File: config.mk
export PLATFORM = sky130hd
export DESIGN_NAME = acc_job_ctrl
export DESIGN_NICKNAME = d
export VERILOG_FILES = /design/src/rtl/acc_job_ctrl.sv
export SDC_FILE = /design/constraint.sdc
export NUM_CORES = 1
export LEC_CHECK = 0
export ABC_AREA = 0
export CAP_MARGIN = 20
export CORE_MARGIN = 2
export CORE_UTILIZATION = 43
export DETAILED_ROUTE_END_ITERATION = 6
export GPL_ROUTABILITY_DRIVEN = 0
export GPL_TIMING_DRIVEN = 1
export PLACE_DENSITY = 0.84
export SYNTH_ARGS = -nofsm -noshare
export SYNTH_HDL_FRONTEND = slang
export SYNTH_SLANG_ARGS = --single-unit
File: constraint.sdc
create_clock -name clk -period 1.88 [get_ports clk]
set_input_delay 0.376 -clock clk [delete_from_list [all_inputs] [get_ports clk]]
set_output_delay 0.376 -clock clk [all_outputs]
set_load 0.05 [all_outputs]
File: src/rtl/acc_job_ctrl.sv
// acc_job_ctrl: job sequencer for one acc accumulator.
// Takes a command, runs acc for len cycles, returns the final sum.
module acc_job_ctrl #(
  parameter int NB_IDATA = 3,
  parameter int NB_ODATA = 6,
  parameter int NB_SEL   = 2,
  parameter int NB_LEN   = 4,
  parameter int ACC_LAT  = 1,
  parameter logic [NB_SEL-1:0] SEL_HOLD = 2'b11
) (
  input  logic                clk,
  input  logic                i_rst_n,
  input  logic                i_cmd_valid,
  output logic                o_cmd_ready,
  input  logic                i_cmd_clr,
  input  logic [NB_SEL-1:0]   i_cmd_sel,
  input  logic [NB_IDATA-1:0] i_cmd_data1,
  input  logic [NB_IDATA-1:0] i_cmd_data2,
  input  logic [NB_LEN-1:0]   i_cmd_len,
  output logic [NB_IDATA-1:0] o_acc_data1,
  output logic [NB_IDATA-1:0] o_acc_data2,
  output logic [NB_SEL-1:0]   o_acc_sel,
  output logic                o_acc_rst_n,
  input  logic [NB_ODATA-1:0] i_acc_data,
  input  logic                i_acc_overflow,
  output logic                o_res_valid,
  input  logic                i_res_ready,
  output logic [NB_ODATA-1:0] o_res_data,
  output logic                o_res_overflow,
  output logic                o_busy
);

  localparam int NB_LAT = (ACC_LAT < 2) ? 1 : $clog2(ACC_LAT + 1);

  localparam logic [2:0] ST_IDLE  = 3'd0;
  localparam logic [2:0] ST_CLR   = 3'd1;
  localparam logic [2:0] ST_RUN   = 3'd2;
  localparam logic [2:0] ST_DRAIN = 3'd3;
  localparam logic [2:0] ST_RESP  = 3'd4;

  logic [2:0]          r_state;
  logic [2:0]          w_nxt;
  logic                w_go;
  logic                w_cap;
  logic [NB_SEL-1:0]   r_sel;
  logic [NB_IDATA-1:0] r_d1;
  logic [NB_IDATA-1:0] r_d2;
  logic [NB_LEN-1:0]   r_len;
  logic [NB_LEN-1:0]   r_cnt;
  logic [NB_LAT-1:0]   r_lat;
  logic                r_ovf;
  logic [NB_SEL-1:0]   w_sel;
  logic [NB_IDATA-1:0] w_d1;
  logic [NB_IDATA-1:0] w_d2;

  logic                r_cmd_ready;
  logic                r_acc_rst_n;
  logic [NB_SEL-1:0]   r_acc_sel;
  logic [NB_IDATA-1:0] r_acc_d1;
  logic [NB_IDATA-1:0] r_acc_d2;
  logic                r_res_valid;
  logic [NB_ODATA-1:0] r_res_data;
  logic                r_res_ovf;
  logic                r_busy;

  assign w_go  = (r_state == ST_IDLE) && i_cmd_valid && r_cmd_ready;
  assign w_cap = (r_state == ST_DRAIN) && (r_lat == NB_LAT'(1));
  assign w_sel = w_go ? i_cmd_sel   : r_sel;
  assign w_d1  = w_go ? i_cmd_data1 : r_d1;
  assign w_d2  = w_go ? i_cmd_data2 : r_d2;

  // Next-state decode for the job sequence.
  always_comb begin
    w_nxt = r_state;
    unique case (r_state)
      ST_IDLE: begin
        if (w_go) begin
          if (i_cmd_clr)
            w_nxt = ST_CLR;
          else if (i_cmd_len != '0)
            w_nxt = ST_RUN;
          else
            w_nxt = ST_DRAIN;
        end
      end
      ST_CLR:
        w_nxt = (r_len != '0) ? ST_RUN : ST_DRAIN;
      ST_RUN:
        if (r_cnt == NB_LEN'(1)) w_nxt = ST_DRAIN;
      ST_DRAIN:
        if (r_lat == NB_LAT'(1)) w_nxt = ST_RESP;
      ST_RESP:
        if (i_res_ready) w_nxt = ST_IDLE;
      default:
        w_nxt = ST_IDLE;
    endcase
  end

  // State, job fields latched at transfer, and the run/drain counters.
  always_ff @(posedge clk or negedge i_rst_n) begin
    if (!i_rst_n) begin
      r_state <= ST_IDLE;
      r_sel   <= '0;
      r_d1    <= '0;
      r_d2    <= '0;
      r_len   <= '0;
      r_cnt   <= '0;
      r_lat   <= '0;
    end else begin
      r_state <= w_nxt;
      if (w_go) begin
        r_sel <= i_cmd_sel;
        r_d1  <= i_cmd_data1;
        r_d2  <= i_cmd_data2;
        r_len <= i_cmd_len;
        r_cnt <= i_cmd_len;
        r_lat <= NB_LAT'(ACC_LAT);
      end else begin
        if (r_state == ST_RUN)   r_cnt <= r_cnt - NB_LEN'(1);
        if (r_state == ST_DRAIN) r_lat <= r_lat - NB_LAT'(1);
      end
    end
  end

  // Sticky overflow across the job, then result capture at end of drain.
  always_ff @(posedge clk or negedge i_rst_n) begin
    if (!i_rst_n) begin
      r_ovf      <= 1'b0;
      r_res_data <= '0;
      r_res_ovf  <= 1'b0;
    end else begin
      if (w_go)
        r_ovf <= 1'b0;
      else if (r_state == ST_RUN || r_state == ST_DRAIN)
        r_ovf <= r_ovf | i_acc_overflow;
      if (w_cap) begin
        r_res_data <= i_acc_data;
        r_res_ovf  <= r_ovf | i_acc_overflow;
      end
    end
  end

  // Registered outputs decoded from the next state so they line up with it.
  always_ff @(posedge clk or negedge i_rst_n) begin
    if (!i_rst_n) begin
      r_cmd_ready <= 1'b0;
      r_acc_rst_n <= 1'b0;
      r_acc_sel   <= SEL_HOLD;
      r_acc_d1    <= '0;
      r_acc_d2    <= '0;
      r_res_valid <= 1'b0;
      r_busy      <= 1'b0;
    end else begin
      r_cmd_ready <= (w_nxt == ST_IDLE);
      r_acc_rst_n <= (w_nxt != ST_CLR);
      r_res_valid <= (w_nxt == ST_RESP);
      r_busy      <= (w_nxt != ST_IDLE);
      if (w_nxt == ST_RUN) begin
        r_acc_sel <= w_sel;
        r_acc_d1  <= w_d1;
        r_acc_d2  <= w_d2;
      end else begin
        r_acc_sel <= SEL_HOLD;
        r_acc_d1  <= '0;
        r_acc_d2  <= '0;
      end
    end
  end

  assign o_cmd_ready    = r_cmd_ready;
  assign o_acc_rst_n    = r_acc_rst_n;
  assign o_acc_sel      = r_acc_sel;
  assign o_acc_data1    = r_acc_d1;
  assign o_acc_data2    = r_acc_d2;
  assign o_res_valid    = r_res_valid;
  assign o_res_data     = r_res_data;
  assign o_res_overflow = r_res_ovf;
  assign o_busy         = r_busy;

endmodule
* Yosys cells after proc, flatten, opt, wreduce, memory -nomap -nowiden
Cells that the tools add are included.
** Word-level totals
- Register bits after elaboration :: 40
- Bits of input ports :: 24
- Word-level logic and storage cells :: 60
** Cells by class
- Add/subtract/negate cells :: 2
- Eq/ne operators :: 8
- Mux-type cells :: 20
- Bitwise operators :: 1
- Reductions and logical operators :: 12
** Operators by type and width (number)
- two-way mux 3 bit :: 8
- one-hot mux 3 bit (5 select lines) :: 1
- equality test 3 x 2 -> 1 bit (second input constant) :: 3
- two-way mux 4 bit :: 2
- nonzero test 4 bit :: 2
- equality test 3 bit (second input constant) :: 2
- zero test 3 bit :: 2
- two-way mux 1 bit :: 6
- two-way mux 2 bit :: 3
- nonzero test 2 bit :: 3
- equality test 4 x 1 -> 1 bit (second input constant) :: 1
- subtractor 4 x 1 -> 4 bit (second input constant) :: 1
- equality test 3 x 1 -> 1 bit (second input constant) :: 1
- logical AND 1 bit :: 3
- != test 3 x 1 -> 1 bit (second input constant) :: 1
- nonzero test 3 bit :: 1
- logical OR 1 bit :: 1
- OR 1 bit :: 1
- subtractor 1 bit (second input constant) :: 1

* Longest topological paths before layout
- Depth after elaboration :: 7
- Gate-level depth with buffers :: 7
- Mapped depth without buffers :: 6

* Worst setup path before layout
No wires, ideal clock.
- Path kind :: register to register
- Start point :: register r_cmd_ready (netlist: o_cmd_ready)
- End point :: register r_acc_sel[0] (netlist: o_acc_sel[0])
- Library setup time :: 0.088 ns
- Arrival :: 1.851 ns
- Slack :: -0.059 ns
- Cell stages (with the launch flop) :: 5
- Period minus slack after synthesis :: 1.939 ns
- Cells stage by stage :: dfrtp_1 -> nand4bb_4 -> nor2_2 -> mux2_2 -> or3_1
** RTL lines
- start, declared :: line 56 : logic r_cmd_ready;
- start signal, assigned :: line 154 : r_cmd_ready <= (w_nxt == ST_IDLE);
- logical AND 1 bit :: line 66 : assign w_go = (r_state == ST_IDLE) && i_cmd_valid && r_cmd_ready;
- two-way mux 2 bit
- via w_sel[0] :: line 52 : logic [NB_SEL-1:0] w_sel;
- two-way mux 2 bit :: line 158 : if (w_nxt == ST_RUN) begin
- end signal, assigned :: line 159 : r_acc_sel <= w_sel;
- end, declared :: line 58 : logic [NB_SEL-1:0] r_acc_sel;
The timed path passes the listed nets, and every way through them passes these cells.
A chain may end at the register's enable or synchronous reset.

* Worst setup path in the final report
- Start point :: input port i_cmd_len[2]
- End point :: register r_acc_d1[0] (netlist: o_acc_data1[0])
** Between the ends
- Cells in the longest elaborated chain, start to end :: 7
** Ends and longest elaborated chain
- start, declared :: line 19 : input logic [NB_LEN-1:0] i_cmd_len,
- nonzero test 4 bit :: line 80 : else if (i_cmd_len != '0)
- two-way mux 1 bit :: line 80
- two-way mux 2 bit :: line 78 : if (i_cmd_clr)
- two-way mux 3 bit :: line 77 : if (w_go) begin
- one-hot mux 3 bit (5 select lines) :: line 75 : unique case (r_state)
- equality test 3 x 2 -> 1 bit :: line 158
- two-way mux 3 bit :: line 158
- end signal, assigned :: line 160 : r_acc_d1 <= w_d1;
- end, declared :: line 59 : logic [NB_IDATA-1:0] r_acc_d1;
Every way passes these cells.

==> qor.txt <==
Status = finished clean
Clk_lat worst skew = 0.29 ns
Leakage = 1.08 nW
CTS buffer count = 5
Post-synthesis sequential area ratio = 0.600
FP Rows = 22
Netlist cell types = 36
Drt via density = 5.14
Final HPWL DP = 2590 um
Cell breakdown of the critical path = clkdlybuf4s50_1 > or4_4 > a211oi_4 > nor4_4 > buf_4 > and3_1
GRT Util Overall = 0.188
Metal3 WL = 150 um
Launch point of the worst reg-to-reg path = r_state[2]
Htree depth = 2
Gate Count Post-Synth = 124
Multi-input combinational cell area = 627 um2
Layout area overhead = 41.6%
DR DRC count = 0
Synth Flop Type = dfrtp_1
Initial antenna violation count = 0
VDD IR max = 0.000893 V
TritonCTS clock tree = done
Met1 wire length = 1480 um
Cell Area, Synth = 1670 um2
Final worst-path cycle share = 0.991
Final Hold Violating Endpoints = 0
Top routing layer in use = met4
Core area = 3690 um2
CTS clock-pin slew for the worst setup and hold paths = 0.08 ns
Clk sinks = 40
Post-synth EDFFs = 0
Die Width = 66.4 um
Max-slew violations = 0
Most frequent cells in the layout = dfrtp_1, clkdlybuf4s50_1, buf_4
WL met2 = 1990 um
FF/Latch Area = 1010 um2
TritonRoute pass-1 iters = 4
Vias in the first global route = 1264
Root Buffer = clkbuf_8
Pin count of the biggest net entering global routing = 41
Port Buf Inserts = 42
Post-synthesis register bit count = 40
CP endpoint kind = flop
Clk buf depth = 2
Antenna-violating nets left = 0
Hold_ws = 0.121 ns
Slew HR = 0.577
I/O pins = 43
Dpl ws = -0.320 ns
Final min period = 1.86 ns
Hold WC Path Type = in -> async
Slowest stage delay, CP = 0.56 ns
Routed wire length = 3680 um
Worst Max-Slew Pin Slew = 0.626 ns
Commonest non-fill, non-tap cell in the layout = dfrtp_1
Crit path max-delay family = simple AND/OR/NAND/NOR gates
CP max stage cell = or4_4
WP data required = 2.07 ns
CP startpoint kind = input pin
Ys Warns = 0
R2R Setup Slk = 0.04 ns
Die ar. = 4400 um2
Share of post-route cells with drive strength above 1 = 0.326
Die height = 66.4 um
First-pass GRT wire length = 6000 um
Arr. time, crit path = 2.05 ns
CP max FO = 4
Routed via count = 1192
Final Skew = 0.00585 ns
Ys async rst share = 1.00
RSZ-0062 raised after global routing = yes
WL per Instance = 15.9 um
ANT cells = 0
Synthesized net count = 150
Filler cell count = 278
Peak Freq = 537 MHz
Total Nets Final = 209
R2R depth = 5
Syn avg cell area = 13.5 um2
Bufs and invs on worst path = 2
Max-capacitance violation count = 0
Final setup viols = 0
Power per standard cell area = 1870 nW/um2
Final WS setup = 0.0171 ns
GRT Residual Overflow = 0
Initial Util = 0.454
Type of the worst setup path = in -> reg
Initial DRC count = 46
Reg2reg end = o_acc_data1[0]
## cell usage after synthesis (2+ instances only)
master,number,area share
o21ai_0,7,0.021
buf_6,3,0.020
nor3b_1,2,0.0090
nand2_1,6,0.013
ha_1,2,0.015
a21oi_1,2,0.0060
dfstp_2,2,0.031
dfrtp_1,38,0.57
and3_1,5,0.019
a221o_1,2,0.012
mux2_2,17,0.11
inv_1,5,0.011
or3_1,3,0.011
o41ai_1,2,0.010
and3_2,2,0.0090
nor3_1,2,0.0060
nor2_1,5,0.011
## registers in the layout (all words and copies together), names as in the netlist, 2 cells and up
| signal | count |
|---|---|
| o_acc_data2 | 3 |
| r_cnt | 4 |
| r_d1 | 3 |
| r_d2 | 3 |
| o_acc_data1 | 3 |
| r_state | 3 |
| o_acc_sel | 2 |
| o_res_data | 6 |
| r_len | 4 |
| r_sel | 2 |
## metal layers
metal / track usage / vias to the layer above
met5: 0 / -
met4: 0.0714 / 0
met3: 0.0375 / 6
met2: 0.330 / 30
met1: 0.224 / 596
li1: - / 560
## worst register-to-register path, stage by stage (launching register included)
cell and delay (ns):
dfrtp_2 0.50, or3b_1 0.49, nor4b_4 0.34, nor4_4 0.09
buf_4 0.16, and3_1 0.16
## through the flow
step	instance area, um2	utilization	cells	TNS, ns	power, mW
after CTS	2330	0.632	231	0	4.39
final	2370	0.642	232	0	4.42
after global routing	2370	0.642	232	-0.0831	4.68
after floorplan	1670	-	124	0	2.90
after detailed placement	2200	0.596	223	-4.20	3.62
after global placement	2200	0.596	223	-3.24	3.50
## area by class of cell
class,instances,share of cell area
multi-input combinational,73,0.265
tap,48,0.0254
inverter,6,0.00951
clock buffer,7,0.0407
clock inverter,1,0.0127
sequential,40,0.425
timing repair buffer,57,0.222
## cell families after synthesis
logic type,after synthesis,share of synthesized area
flip-flops,40,0.600
AND/OR/NAND/NOR,35,0.150
multiplexers,18,0.120
buffers and inverters,11,0.0411
adder cells (fa/ha/maj),2,0.0150
AO/OA/AOI/OAI,18,0.0733
## timing repair
action,4_1_cts,5_1_grt
resized for setup,1,9
hold buffers,0,0
pin swaps,0,2
hold endpoints to repair,0,0
setup endpoints to repair,10,9
buffers inserted,0,1
## how the worst max path moves through the flow
stage / start / to / cells after the start
finish: i_cmd_len[2] / o_acc_data1[0] / 6
CTS: i_cmd_len[1] / o_busy / 6
global route: r_state[0] / o_busy / 6
global placement: i_cmd_len[2] / o_acc_data2[2] / 5
detailed placement: i_cmd_len[1] / o_acc_data1[1] / 5
floorplan: r_state[0] / o_acc_sel[0] / 5
## where the power goes
part	switching [mW]	total (mW)	internal [mW]	leakage [nW]
sequential	0.236	1.51	1.27	0.477
combinational	1.22	2.16	0.939	0.539
clock	0.289	0.757	0.468	0.0645
Power figures use the tool's default switching activity.
